## src/rtl/fir_pkg.sv

```systemverilog
// Shared definitions for the FIR transmit-side feeder: state encoding,
// word-kind constants and the default geometry shared with the FIR itself.
package fir_pkg;

  localparam int TAP_SIZE_DEF    = 3;
  localparam int NBR_OF_TAPS_DEF = 3;
  localparam int X_N_SIZE_DEF    = 8;
  localparam int FIFO_DEPTH_DEF  = 4;

  localparam logic KIND_SAMPLE = 1'b0;
  localparam logic KIND_COEF   = 1'b1;

  typedef enum logic [1:0] {
    ST_IDLE   = 2'd0,
    ST_LOAD   = 2'd1,
    ST_STREAM = 2'd2,
    ST_GAP    = 2'd3
  } feed_state_t;

endpackage

```

## src/rtl/fir_feed_fifo.sv

```systemverilog
// Small synchronous sample FIFO; a push while full is only taken when a pop
// frees the slot in the same cycle.
module fir_feed_fifo #(
  parameter int WIDTH = 8,
  parameter int DEPTH = 4,
  localparam int AW   = $clog2(DEPTH)
) (
  input  logic             clk,
  input  logic             reset,
  input  logic             push,
  input  logic [WIDTH-1:0] push_data,
  input  logic             pop,
  output logic [WIDTH-1:0] head,
  output logic             full,
  output logic             empty,
  output logic [AW:0]      level
);

  logic [WIDTH-1:0] mem [DEPTH];
  logic [AW-1:0]    wr_ptr;
  logic [AW-1:0]    rd_ptr;
  logic             do_push;
  logic             do_pop;

  assign full    = (level == (AW+1)'(DEPTH));
  assign empty   = (level == '0);
  assign do_pop  = pop && !empty;
  assign do_push = push && (!full || do_pop);
  assign head    = mem[rd_ptr];

  always_ff @(posedge clk) begin
    if (do_push) mem[wr_ptr] <= push_data;
  end

  // Pointers wrap naturally because DEPTH is a power of two.
  always_ff @(posedge clk or posedge reset) begin
    if (reset) begin
      wr_ptr <= '0;
      rd_ptr <= '0;
      level  <= '0;
    end else begin
      if (do_push) wr_ptr <= wr_ptr + 1'b1;
      if (do_pop)  rd_ptr <= rd_ptr + 1'b1;
      case ({do_push, do_pop})
        2'b10:   level <= level + 1'b1;
        2'b01:   level <= level - 1'b1;
        default: level <= level;
      endcase
    end
  end

endmodule

```

## src/rtl/fir_stream_feeder.sv

```systemverilog
// Transmit-side driver for the adaptive FIR: collects coefficient sets and
// buffers samples from the host, then sequences load and stream bursts.
//
// state  | meaning
// IDLE   | nothing on the bus; pick LOAD (full set) over STREAM (samples)
// LOAD   | shift coefficients out, last-received first, one per cycle
// STREAM | pop one buffered sample per cycle onto x_n
// GAP    | one quiet cycle so the FIR's own FSM falls back to IDLE
module fir_stream_feeder
  import fir_pkg::*;
#(
  parameter int TAP_SIZE    = TAP_SIZE_DEF,
  parameter int NBR_OF_TAPS = NBR_OF_TAPS_DEF,
  parameter int X_N_SIZE    = X_N_SIZE_DEF,
  parameter int FIFO_DEPTH  = FIFO_DEPTH_DEF
) (
  input  logic                        clk,
  input  logic                        reset,
  input  logic [X_N_SIZE-1:0]         in_data,
  input  logic                        in_kind,
  input  logic                        in_valid,
  output logic                        in_ready,
  output logic [X_N_SIZE-1:0]         x_n,
  output logic                        s_axis_fir_tvalid,
  output logic                        s_set_coeffs,
  output logic [$clog2(FIFO_DEPTH):0] fifo_level,
  output logic                        coef_busy
);

  localparam int CW = $clog2(NBR_OF_TAPS + 1);
  localparam int IW = (NBR_OF_TAPS > 1) ? $clog2(NBR_OF_TAPS) : 1;

  feed_state_t         state, state_d;
  logic [CW-1:0]       coef_cnt;
  logic [TAP_SIZE-1:0] coef_bank [NBR_OF_TAPS];
  logic [IW-1:0]       load_idx, load_idx_d;
  logic                set_complete;
  logic                accept_coef;
  logic                accept_sample;
  logic                coef_clear;

  logic [X_N_SIZE-1:0] x_n_d;
  logic                tvalid_d;
  logic                set_coeffs_d;

  logic                fifo_pop;
  logic [X_N_SIZE-1:0] fifo_head;
  logic                fifo_full;
  logic                fifo_empty;

  assign set_complete  = (coef_cnt == CW'(NBR_OF_TAPS));
  assign accept_coef   = in_valid && in_ready && (in_kind == KIND_COEF);
  assign accept_sample = in_valid && in_ready && (in_kind == KIND_SAMPLE);
  assign coef_busy     = (coef_cnt != '0) || (state == ST_LOAD);

  always_comb begin
    in_ready = 1'b0;
    if (in_kind == KIND_COEF)
      in_ready = (coef_cnt < CW'(NBR_OF_TAPS)) && (state != ST_LOAD);
    else
      in_ready = !fifo_full;
  end

  fir_feed_fifo #(
    .WIDTH(X_N_SIZE),
    .DEPTH(FIFO_DEPTH)
  ) u_fifo (
    .clk      (clk),
    .reset    (reset),
    .push     (accept_sample),
    .push_data(in_data),
    .pop      (fifo_pop),
    .head     (fifo_head),
    .full     (fifo_full),
    .empty    (fifo_empty),
    .level    (fifo_level)
  );

  always_ff @(posedge clk or posedge reset) begin
    if (reset) begin
      coef_cnt <= '0;
      for (int k = 0; k < NBR_OF_TAPS; k++) coef_bank[k] <= '0;
    end else if (coef_clear) begin
      coef_cnt <= '0;
    end else if (accept_coef) begin
      coef_bank[IW'(coef_cnt)] <= in_data[TAP_SIZE-1:0];
      coef_cnt                 <= coef_cnt + 1'b1;
    end
  end

  // load_idx counts down so coef[0] is the last word shifted into the FIR.
  always_comb begin
    state_d      = state;
    load_idx_d   = load_idx;
    x_n_d        = '0;
    tvalid_d     = 1'b0;
    set_coeffs_d = 1'b0;
    fifo_pop     = 1'b0;
    coef_clear   = 1'b0;
    case (state)
      ST_IDLE: begin
        if (set_complete) begin
          state_d    = ST_LOAD;
          load_idx_d = IW'(NBR_OF_TAPS - 1);
        end else if (!fifo_empty) begin
          state_d = ST_STREAM;
        end
      end
      ST_LOAD: begin
        set_coeffs_d = 1'b1;
        x_n_d        = X_N_SIZE'($signed(coef_bank[load_idx]));
        if (load_idx == '0) begin
          coef_clear = 1'b1;
          state_d    = ST_GAP;
        end else begin
          load_idx_d = load_idx - 1'b1;
        end
      end
      ST_STREAM: begin
        if (!fifo_empty) begin
          x_n_d    = fifo_head;
          tvalid_d = 1'b1;
          fifo_pop = 1'b1;
        end
        if (fifo_empty || set_complete) state_d = ST_GAP;
      end
      ST_GAP:  state_d = ST_IDLE;
      default: state_d = ST_IDLE;
    endcase
  end

  always_ff @(posedge clk or posedge reset) begin
    if (reset) begin
      state             <= ST_IDLE;
      load_idx          <= '0;
      x_n               <= '0;
      s_axis_fir_tvalid <= 1'b0;
      s_set_coeffs      <= 1'b0;
    end else begin
      state             <= state_d;
      load_idx          <= load_idx_d;
      x_n               <= x_n_d;
      s_axis_fir_tvalid <= tvalid_d;
      s_set_coeffs      <= set_coeffs_d;
    end
  end

endmodule
```

## config.mk

```make
export PLATFORM = sky130hd
export DESIGN_NAME = fir_stream_feeder
export DESIGN_NICKNAME = d
export VERILOG_FILES = /design/src/rtl/fir_pkg.sv /design/src/rtl/fir_feed_fifo.sv /design/src/rtl/fir_stream_feeder.sv
export SDC_FILE = /design/constraint.sdc
export NUM_CORES = 1
export LEC_CHECK = 0
export BUFFER_PORTS_ARGS = -buffer_cell sky130_fd_sc_hd__buf_2
export CAP_MARGIN = 20
export CELL_PAD_IN_SITES_DETAIL_PLACEMENT = 0
export CELL_PAD_IN_SITES_GLOBAL_PLACEMENT = 1
export CORE_UTILIZATION = 44
export CTS_CLUSTER_SIZE = 40
export DETAILED_ROUTE_END_ITERATION = 12
export GPL_ROUTABILITY_DRIVEN = 0
export PLACE_DENSITY_LB_ADDON = 0.12
export SYNTH_ARGS = -nofsm -noshare
export SYNTH_HDL_FRONTEND = slang
export SYNTH_SLANG_ARGS = --single-unit
```

## constraint.sdc

```tcl
create_clock -name clk -period 2 [get_ports clk]
set_input_delay 0.1 -clock clk [delete_from_list [all_inputs] [get_ports clk]]
set_output_delay 0.1 -clock clk [all_outputs]
set_load 0.1 [all_outputs]
```

==> results.json, run 1 <==
{
  "status": "completed",
  "clockRootBuffer": "clkbuf_8",
  "wl_per_cell_um": 15.7,
  "finalWirelength_um": 5090,
  "grt_overflow": 0,
  "io_buffers": 26,
  "cap_violations": 0,
  "r2r_slack_ns": 0.08,
  "antenna_left": 0,
  "ctsResizeCount": 0,
  "clk_path_buf_depth": 2,
  "path_clk_slew_ns": 0.07,
  "seq_area_frac_synth_pct": 63.1,
  "start_kind": "register",
  "ys_seq_elements": 64,
  "placed_cell_area_um2": 3100,
  "worst_setup_path_end_kind": "register",
  "path_max_fanout": 4,
  "worst_pin_slew_ns": 0.490,
  "arrival_ns": 2.16,
  "fmax_mhz": 522,
  "n_antenna_cell": 0,
  "cp.required_ns": 2.24,
  "grt_first_pass_wirelength_um": 8340,
  "rr_startpoint": "u_fifo.level[2]$_DFFE_PP0P_",
  "worstHoldStart": "in_data[0]",
  "synth_cell_type_count": 34,
  "max_stage_delay_ns": 0.49,
  "area_delta_synth_final_pct": 21.5,
  "post_drt_via_cell_ratio": 5.02,
  "drt_iter0_drc": 51,
  "grt_pass1_vias": 1669,
  "dr.pass1.iters": 4,
  "slew_headroom_pct": 67.6,
  "synth_area_um2": 2790,
  "drc": 0,
  "cts_tree": "yes",
  "period_needed_ns": 1.92,
  "fin_nets": 270,
  "critPathBufInv": 1,
  "clock_sinks": 64,
  "grt_usage_pct": 17.9,
  "die_y_um": 81.7,
  "synth_top_area_share_pct": 34.4,
  "hold_viol": 0,
  "hold_path_end": "u_fifo.mem[1][0]$_DFFE_PP_",
  "path_class": "reg2reg",
  "place_hpwl_um": 3650,
  "skew_ns": 0.00572,
  "synth_nets": 220,
  "antenna_found_initial": 0,
  "setup_viol": 0,
  "clk_latency_ns": 0.33,
  "cts_buffers": 9,
  "grt_start_max_net_pins": 33,
  "crit_top_cell": "nor3b_4",
  "r2r_cells": 8,
  "worstHoldPathCells": 1,
  "grt_setup_unrepaired": "yes",
  "coreArea_um2": 6030,
  "crit_family": "adder cells",
  "synth_area_leaders": "edfxtp_1, dfrtp_1, mux4_2",
  "die_x_um": 81.7,
  "avgSynthCellArea_um2": 14.4,
  "post-route-period-util_pct": 95.8,
  "io_pins": 27,
  "final_area_um2": 3390,
  "regToRegEndpoint": "u_fifo.level[2]$_DFFE_PP0P_",
  "path_cells": "nor3b_4 > nor3b_4 > inv_1 > ha_2 > fa_2 > xnor2_1 > nor2_1 > xor2_1",
  "hold_class": "in2reg",
  "core.rowCount": 28,
  "htreeDepth": 3,
  "vias": 1627,
  "drive_gt1_share_pct": 32.5,
  "yosysWarnings": 0,
  "synthCells": 194,
  "slowest_stage": "dfrtp_4",
  "dieArea_um2": 6670,
  "start_util_pct": 46.3,
  "yosysTopAreaCell": "edfxtp_1",
  "slew_viol_final": 0
}
-- what timing repair did --
item / 4_1_cts / 5_1_grt
hold buffers: 6 / 0
setup endpoints to repair: 0 / 2
buffers inserted: 0 / 3
endpoints found under the hold margin: 52 / 0
-- cells in the mapped netlist --
master,instances
nand3_1,9
dfrtp_1,32
o31a_1,1
a21oi_1,5
xnor2_1,5
buf_2,3
nor3b_2,2
nand2b_1,3
clkbuf_2,1
nand2_1,18
o21ai_0,8
edfxtp_1,32
mux4_2,8
and3b_2,1
mux2_2,10
nor3_1,1
clkbuf_1,1
nor2b_1,1
o2bb2ai_1,1
o21ba_2,1
o22ai_1,2
o31ai_1,1
nand3b_1,1
nor3b_1,1
inv_1,11
a2bb2oi_1,1
xor2_1,2
fa_1,1
and2_1,4
o21a_1,2
buf_4,1
ha_1,13
nor2_1,7
mux2i_1,4
-- flip-flops by register name, summed over array words and instances, names as in the netlist --
register and count:
u_fifo.mem 32, coef_cnt 2, x_n 8, u_fifo.wr_ptr 2, u_fifo.rd_ptr 2, state 2, s_set_coeffs 1, load_idx 2
coef_bank 9, s_axis_fir_tvalid 1, u_fifo.level 3
-- worst max path at each step --
stage,slack [ns],start,cells after the start,endpoint
CTS,0.02,u_fifo.level[2]$_DFFE_PP0P_,8,u_fifo.level[2]$_DFFE_PP0P_
floorplan,-0.17,u_fifo.level[2]$_DFFE_PP0P_,8,u_fifo.level[2]$_DFFE_PP0P_
global placement,0.10,u_fifo.level[0]$_DFFE_PP0P_,6,u_fifo.level[1]$_DFFE_PP0P_
detailed placement,0.04,u_fifo.level[0]$_DFFE_PP0P_,6,u_fifo.level[1]$_DFFE_PP0P_
finish,0.08,u_fifo.level[2]$_DFFE_PP0P_,8,u_fifo.level[2]$_DFFE_PP0P_
global route,-0.01,u_fifo.level[2]$_DFFE_PP0P_,8,u_fifo.level[2]$_DFFE_PP0P_
-- logic make-up (layout without fill, tap and decap cells) --
family                     after synthesis  count (layout)  share of synthesized area [%]
buffers and inverters                   17              72                           2.60
DFF                                     64              64                           63.1
AOI/OAI and AO/OA                       22              22                           4.89
adders and majority gates               14              14                           6.54
xor gates and xnor gates                 7               7                           2.20
muxes                                   22              22                           11.9
and+or+nand+nor                         48              48                           8.74
-- area by class of cell --
cell class / count / area, um^2
clock inverters: 7 / 86.3
clock buffers: 9 / 124
inverters: 11 / 41.3
repair buffers: 45 / 288
fillers: 505 / 2630
multi-input cells: 113 / 986
flip-flops and latches: 64 / 1770
well taps: 75 / 93.8
-- cell usage in the layout (no fill, tap or decap), types with 2 or more instances in the layout --
master          n
a21oi_1         5
and2_1          4
buf_2          26
buf_4          13
bufinv_16       2
clkbuf_8        9
clkinv_1        3
clkinvlp_4      2
dfrtp_1        29
dfrtp_4         3
dlygate4sd3_1   6
edfxtp_1       32
ha_1           12
inv_1          11
mux2_2         10
mux2i_1         4
mux4_2          8
nand2_1        18
nand2b_1        3
nand3_1         9
nor2_1          7
nor3b_4         2
o21a_1          2
o21ai_0         8
xnor2_1         5
xor2_1          2
-- metrics by stage --
| step | util (%) | setup WS, ns | std cells | TNS, ns | hold WS (ns) |
|---|---|---|---|---|---|
| after floorplan | - | -0.165 | 194 | -0.319 | 0.199 |
| after global placement | 51.4 | 0.102 | 299 | 0 | 0.201 |
| after detailed placement | 51.4 | 0.0429 | 299 | 0 | 0.217 |
| after CTS | 55.9 | 0.0203 | 321 | 0 | 0.0336 |
| after global routing | 56.3 | -0.0148 | 324 | -0.0210 | 0.0435 |
| final | 56.3 | 0.0832 | 324 | 0 | 0.0523 |
-- layer usage --
metal,vias to the layer above,wire length (um),GRT usage (%)
met5,-,0,0
met4,0,44,4.74
met3,5,172,7.33
met2,25,2540,29.1
met1,802,2340,22.0
li1,795,-,-
Power of run 1 is left out: the tool's default activity adds up to more than one toggle a clock period on the data nets, which glitch-free logic cannot reach.
==> run 2: changes to the inputs <==
--- a/config.mk
+++ b/config.mk
@@ -11,4 +11,5 @@
 export CELL_PAD_IN_SITES_GLOBAL_PLACEMENT = 1
 export CORE_UTILIZATION = 44
+export CTS_BUF_LIST = sky130_fd_sc_hd__clkbuf_16
 export CTS_CLUSTER_SIZE = 40
 export DETAILED_ROUTE_END_ITERATION = 12
==> constraint.sdc (replaced) <==
create_clock -name clk -period 2 [get_ports clk]
set_input_delay 0.1 -clock clk [delete_from_list [all_inputs] [get_ports clk]]
set_output_delay 0.1 -clock clk [all_outputs]
set_load 0.05 [all_outputs]
==> results.json, run 2 (synthesis results as in run 1) <==
{
  "status": "completed",
  "hold-worst-slack_ns": 0.0478,
  "rr_startpoint": "u_fifo.level[0]$_DFFE_PP0P_",
  "net-switching-power_mw": 2.23,
  "multi_input_area_um2": 980,
  "clk_path_buf_depth": 2,
  "grt_pass1_vias": 1721,
  "grt_first_pass_wirelength_um": 8370,
  "regArea_um2": 1770,
  "slew_viol_final": 0,
  "dieArea_um2": 6670,
  "setup_viol": 0,
  "core.rowCount": 28,
  "die_x_um": 81.7,
  "power_frac_clock_pct": 25.9,
  "r2r_slack_ns": 0.05,
  "cts_buffers": 9,
  "arrival_ns": 2.15,
  "largest_reg_flops": 32,
  "io_buffers": 26,
  "antenna_found_initial": 0,
  "htreeDepth": 3,
  "cts_tree": "yes",
  "period_needed_ns": 1.95,
  "die_y_um": 81.7,
  "cp-startpoint": "u_fifo.level[0]$_DFFE_PP0P_",
  "path_cells": "nor3b_4 > nor3b_4 > inv_1 > ha_2 > fa_2 > mux2_2",
  "p_int_mw": 3.66,
  "antenna_left": 0,
  "clockRootBuffer": "clkbuf_16",
  "worstHoldStart": "in_data[1]",
  "vias": 1588,
  "drt_iter0_drc": 76,
  "start_util_pct": 46.3,
  "wl_per_cell_um": 15.9,
  "final_common_cell": "edfxtp_1",
  "drive_gt1_share_pct": 31.0,
  "io_pins": 27,
  "slew_headroom_pct": 71.5,
  "coreArea_um2": 6030,
  "slowest_stage": "dfrtp_4",
  "finalWirelength_um": 5030,
  "path_class": "reg2reg",
  "ctsResizeCount": 0,
  "setup_tns_ns": 0,
  "fillers": 501,
  "max_stage_delay_ns": 0.52,
  "power.share.switching_pct": 37.8,
  "cap_violations": 0,
  "hold_class": "in2reg",
  "area_delta_synth_final_pct": 22.3,
  "dp_cells": 294,
  "path_max_fanout": 6,
  "dr.pass1.iters": 4,
  "post-route-period-util_pct": 97.4,
  "grt_usage_pct": 17.7,
  "vdd_drop_max_mv": 0.940,
  "cp.required_ns": 2.20,
  "fmax_mhz": 513,
  "grt_start_max_net_pins": 33,
  "power.density_nw_per_um2": 1720,
  "path_clk_slew_ns": 0.05,
  "skew_ns": 0.00353,
  "hold_viol": 0,
  "layout_common_cells": "edfxtp_1, dfrtp_1, buf_2",
  "n_antenna_cell": 0,
  "fin_nets": 263,
  "clock_sinks": 64,
  "reg_top3": "u_fifo.mem x32, coef_bank x9, x_n x8",
  "p_leak_nw": 1.44,
  "stdcell_count": 317,
  "start_kind": "register",
  "post_drt_via_cell_ratio": 5.01,
  "largest_register": "u_fifo.mem",
  "p_seq_share_pct": 35.2,
  "crit_top_cell": "nor3b_4",
  "pwr-share-comb_pct": 38.9,
  "worst_setup_path_end_kind": "register",
  "grt_overflow": 0,
  "place_hpwl_um": 3510,
  "drc": 0,
  "worst_pin_slew_ns": 0.428,
  "grt_setup_unrepaired": "no",
  "clk_latency_ns": 0.32
}
-- run 2: cell count changes in the layout (fill, tap and decap cells not counted), sizes merged --
| cell | before | now |
|---|---|---|
| inv | 11 | 12 |
| bufinv | 2 | 1 |
| buf | 39 | 32 |
| clkinvlp | 2 | 3 |
| clkinv | 3 | 2 |
-- run 2: final cells by class --
class                      instances  area share (%)
sequential                        64            51.8
multi-input combinational        113            28.7
timing repair buffer              38            6.89
clock buffer                       9            6.60
tap                               75            2.75
clock inverter                     7            2.05
inverter                          11            1.21
-- run 2: timing repair --
action,in CTS,in global routing
hold endpoints to repair,52,0
endpoints found under the setup margin,0,1
setup buffers,0,1
hold buffers,6,0
-- run 2: final timing paths --
check / cells past startpoint / endpoint
worst max-delay path: 6 / u_fifo.level[1]$_DFFE_PP0P_
worst min-delay path: 1 / u_fifo.mem[2][1]$_DFFE_PP_
worst max register to register: 6 / u_fifo.level[1]$_DFFE_PP0P_
worst min register to register: 1 / coef_bank[8]$_DFFE_PP0P_
max in group asynchronous: 4 / u_fifo.level[0]$_DFFE_PP0P_
min in group asynchronous: 4 / x_n[2]$_DFF_PP0_
-- run 2: power groups by stage --
stage | combinational, mW | sequential [mW] | clock [mW]
after floorplan | 1.42 | 2.42 | 0
after CTS | 2.30 | 2.08 | 1.56
after global routing | 2.52 | 2.12 | 1.61
after global placement | 2.20 | 2.07 | 0
after detailed placement | 2.28 | 2.10 | 0
final | 2.29 | 2.07 | 1.52
-- run 2: worst max-delay path, delay by kind of cell (launching register included) --
| kind | cells | cell delay, ns |
|---|---|---|
| adder cells (fa/ha/maj) | 2 | 0.63 |
| buffers and inverters | 1 | 0.06 |
| flip-flops | 1 | 0.52 |
| multiplexers | 1 | 0.28 |
| AND/OR/NAND/NOR | 2 | 0.34 |
-- run 2: layer usage --
| metal | global-route usage, % | vias up | wire length (um) |
|---|---|---|---|
| li1 | - | 784 | - |
| met4 | 9.47 | 0 | 90 |
| met5 | 0 | - | 0 |
| met3 | 4.00 | 8 | 121 |
| met2 | 28.2 | 19 | 2460 |
| met1 | 22.6 | 777 | 2360 |
-- run 2: stage by stage --
| step | utilization (%) | cell area [um^2] | setup WS [ns] | power [mW] |
|---|---|---|---|---|
| finish | 56.6 | 3410 | 0.0524 | 5.88 |
| global route | 56.6 | 3410 | 0.00133 | 6.26 |
| CTS | 56.5 | 3410 | 0.0559 | 5.93 |
| detailed placement | 50.6 | 3050 | 0.0701 | 4.38 |
| global placement | 50.6 | 3050 | 0.123 | 4.27 |
| floorplan | - | 2820 | -0.0490 | 3.84 |
No activity file was read; power rests on OpenSTA's default activity.
==> run 3: changes to the inputs <==
- GPL_TIMING_DRIVEN: unset -> 1
- HOLD_SLACK_MARGIN: unset -> 0.15
==> results.json, run 3 (synthesis results as in run 1) <==
{
  "grt_usage_pct": 17.8,
  "layout_common_cells": "edfxtp_1, dfrtp_1, buf_2",
  "r2r_slack_ns": 0.05,
  "drt_iter0_drc": 81,
  "cts_buffers": 9,
  "die_y_um": 81.7,
  "grt_overflow": 0,
  "wl_per_cell_um": 15.8,
  "cp-startpoint": "u_fifo.level[0]$_DFFE_PP0P_",
  "io_pins": 27,
  "area_delta_synth_final_pct": 23.4,
  "p_leak_nw": 1.45,
  "ctsResizeCount": 0,
  "cap_violations": 0,
  "hold_viol": 0,
  "fmax_mhz": 513,
  "final_area_um2": 3440,
  "dieArea_um2": 6670,
  "coreArea_um2": 6030,
  "hold_class": "in2reg",
  "dp_cells": 294,
  "htreeDepth": 3,
  "finalWirelength_um": 5050,
  "cp.required_ns": 2.20,
  "placed_cell_area_um2": 3050,
  "drc": 0,
  "clk_path_buf_depth": 2,
  "worst_pin_slew_ns": 0.426,
  "grt_setup_unrepaired": "no",
  "setup_viol": 0,
  "reg_top3": "u_fifo.mem x32, coef_bank x9, x_n x8",
  "dr.pass1.iters": 4,
  "largest_reg_flops": 32,
  "regToRegEndpoint": "u_fifo.level[1]$_DFFE_PP0P_",
  "n_antenna_cell": 0,
  "post-route-period-util_pct": 97.4,
  "skew_ns": 0.00315,
  "vias": 1600,
  "fin_nets": 266,
  "vdd_drop_max_mv": 0.940,
  "rr_startpoint": "u_fifo.level[0]$_DFFE_PP0P_",
  "status": "completed",
  "clockRootBuffer": "clkbuf_16",
  "path_clk_slew_ns": 0.05,
  "post_drt_via_cell_ratio": 5.00,
  "slew_viol_final": 0,
  "clock_sinks": 64,
  "stdcell_count": 320,
  "setup_ws_ns": 0.0524,
  "die_x_um": 81.7,
  "clk_latency_ns": 0.32,
  "start_kind": "register",
  "grt_pass1_vias": 1744,
  "path_max_fanout": 6,
  "grt_first_pass_wirelength_um": 8410,
  "pre_cts_ws_ns": 0.0701,
  "place_hpwl_um": 3510,
  "start_util_pct": 46.3,
  "antenna_left": 0,
  "power.density_nw_per_um2": 1710,
  "arrival_ns": 2.15,
  "final_common_cell": "edfxtp_1",
  "antenna_found_initial": 0,
  "path_class": "reg2reg",
  "critical_path.endpoint": "u_fifo.level[1]$_DFFE_PP0P_",
  "grt_start_max_net_pins": 33,
  "core.rowCount": 28,
  "r2r_cells": 6,
  "cts_tree": "yes",
  "largest_register": "u_fifo.mem",
  "drive_gt1_share_pct": 30.6,
  "period_needed_ns": 1.95,
  "hold-worst-slack_ns": 0.283,
  "io_buffers": 26,
  "slew_headroom_pct": 71.6,
  "worst_setup_path_end_kind": "register"
}
[run 3: changes by cell type in the layout (fill, tap and decap cells not counted)]
cell           previous run  this run
dlygate4sd3_1             6         9
[run 3: critical path: stages, from the launching register on]
cell and delay, ns:
dfrtp_4 0.52, nor3b_4 0.26, nor3b_4 0.08, inv_1 0.06, ha_2 0.20, fa_2 0.43
mux2_2 0.28
[run 3: cell type report]
| cell class | instances | area (um^2) |
|---|---|---|
| Sequential cell | 64 | 1770 |
| Fill cell | 497 | 2580 |
| Clock inverter | 7 | 70.1 |
| Inverter | 11 | 41.3 |
| Timing Repair Buffer | 41 | 265 |
| Multi-Input combinational cell | 113 | 980 |
| Clock buffer | 9 | 225 |
| Tap cell | 75 | 93.8 |
[run 3: how the worst min path moves through the flow]
stage / startpoint / endpoint / slack (ns) / cells past startpoint
2_1_floorplan: in_data[0] / u_fifo.mem[0][0]$_DFFE_PP_ / 0.20 / 0
3_3_place_gp: reset / x_n[3]$_DFF_PP0_ / 0.20 / 3
3_5_place_dp: reset / x_n[2]$_DFF_PP0_ / 0.21 / 3
4_1_cts: in_valid / coef_cnt[1]$_DFFE_PP0P_ / 0.27 / 4
5_1_grt: in_kind / u_fifo.wr_ptr[0]$_DFFE_PP0P_ / 0.32 / 4
6_report: in_valid / coef_cnt[1]$_DFFE_PP0P_ / 0.28 / 4
[run 3: report_power, final]
part           internal [mW]  switching (mW)
sequential              1.79           0.282
combinational          0.910            1.38
clock                  0.960           0.559
[run 3: per-layer routing]
layer | global-route usage [%] | part of all wire, %
met1 | 22.3 | 46
met2 | 28.7 | 49
met3 | 4.00 | 2.4
met4 | 9.47 | 1.7
met5 | 0 | 0
[run 3: what timing repair did]
item                       in CTS  in global routing
setup endpoints to repair       0                  1
hold buffers                    9                  0
setup buffers                   0                  1
hold endpoints to repair       73                  0
[run 3: stage by stage]
stage	setup TNS (ns)	utilization, %	total power [mW]
floorplan	-0.0878	-	3.84
global placement	0	50.6	4.27
detailed placement	0	50.6	4.38
CTS	0	57.0	5.94
global route	0	57.1	6.26
finish	0	57.1	5.88
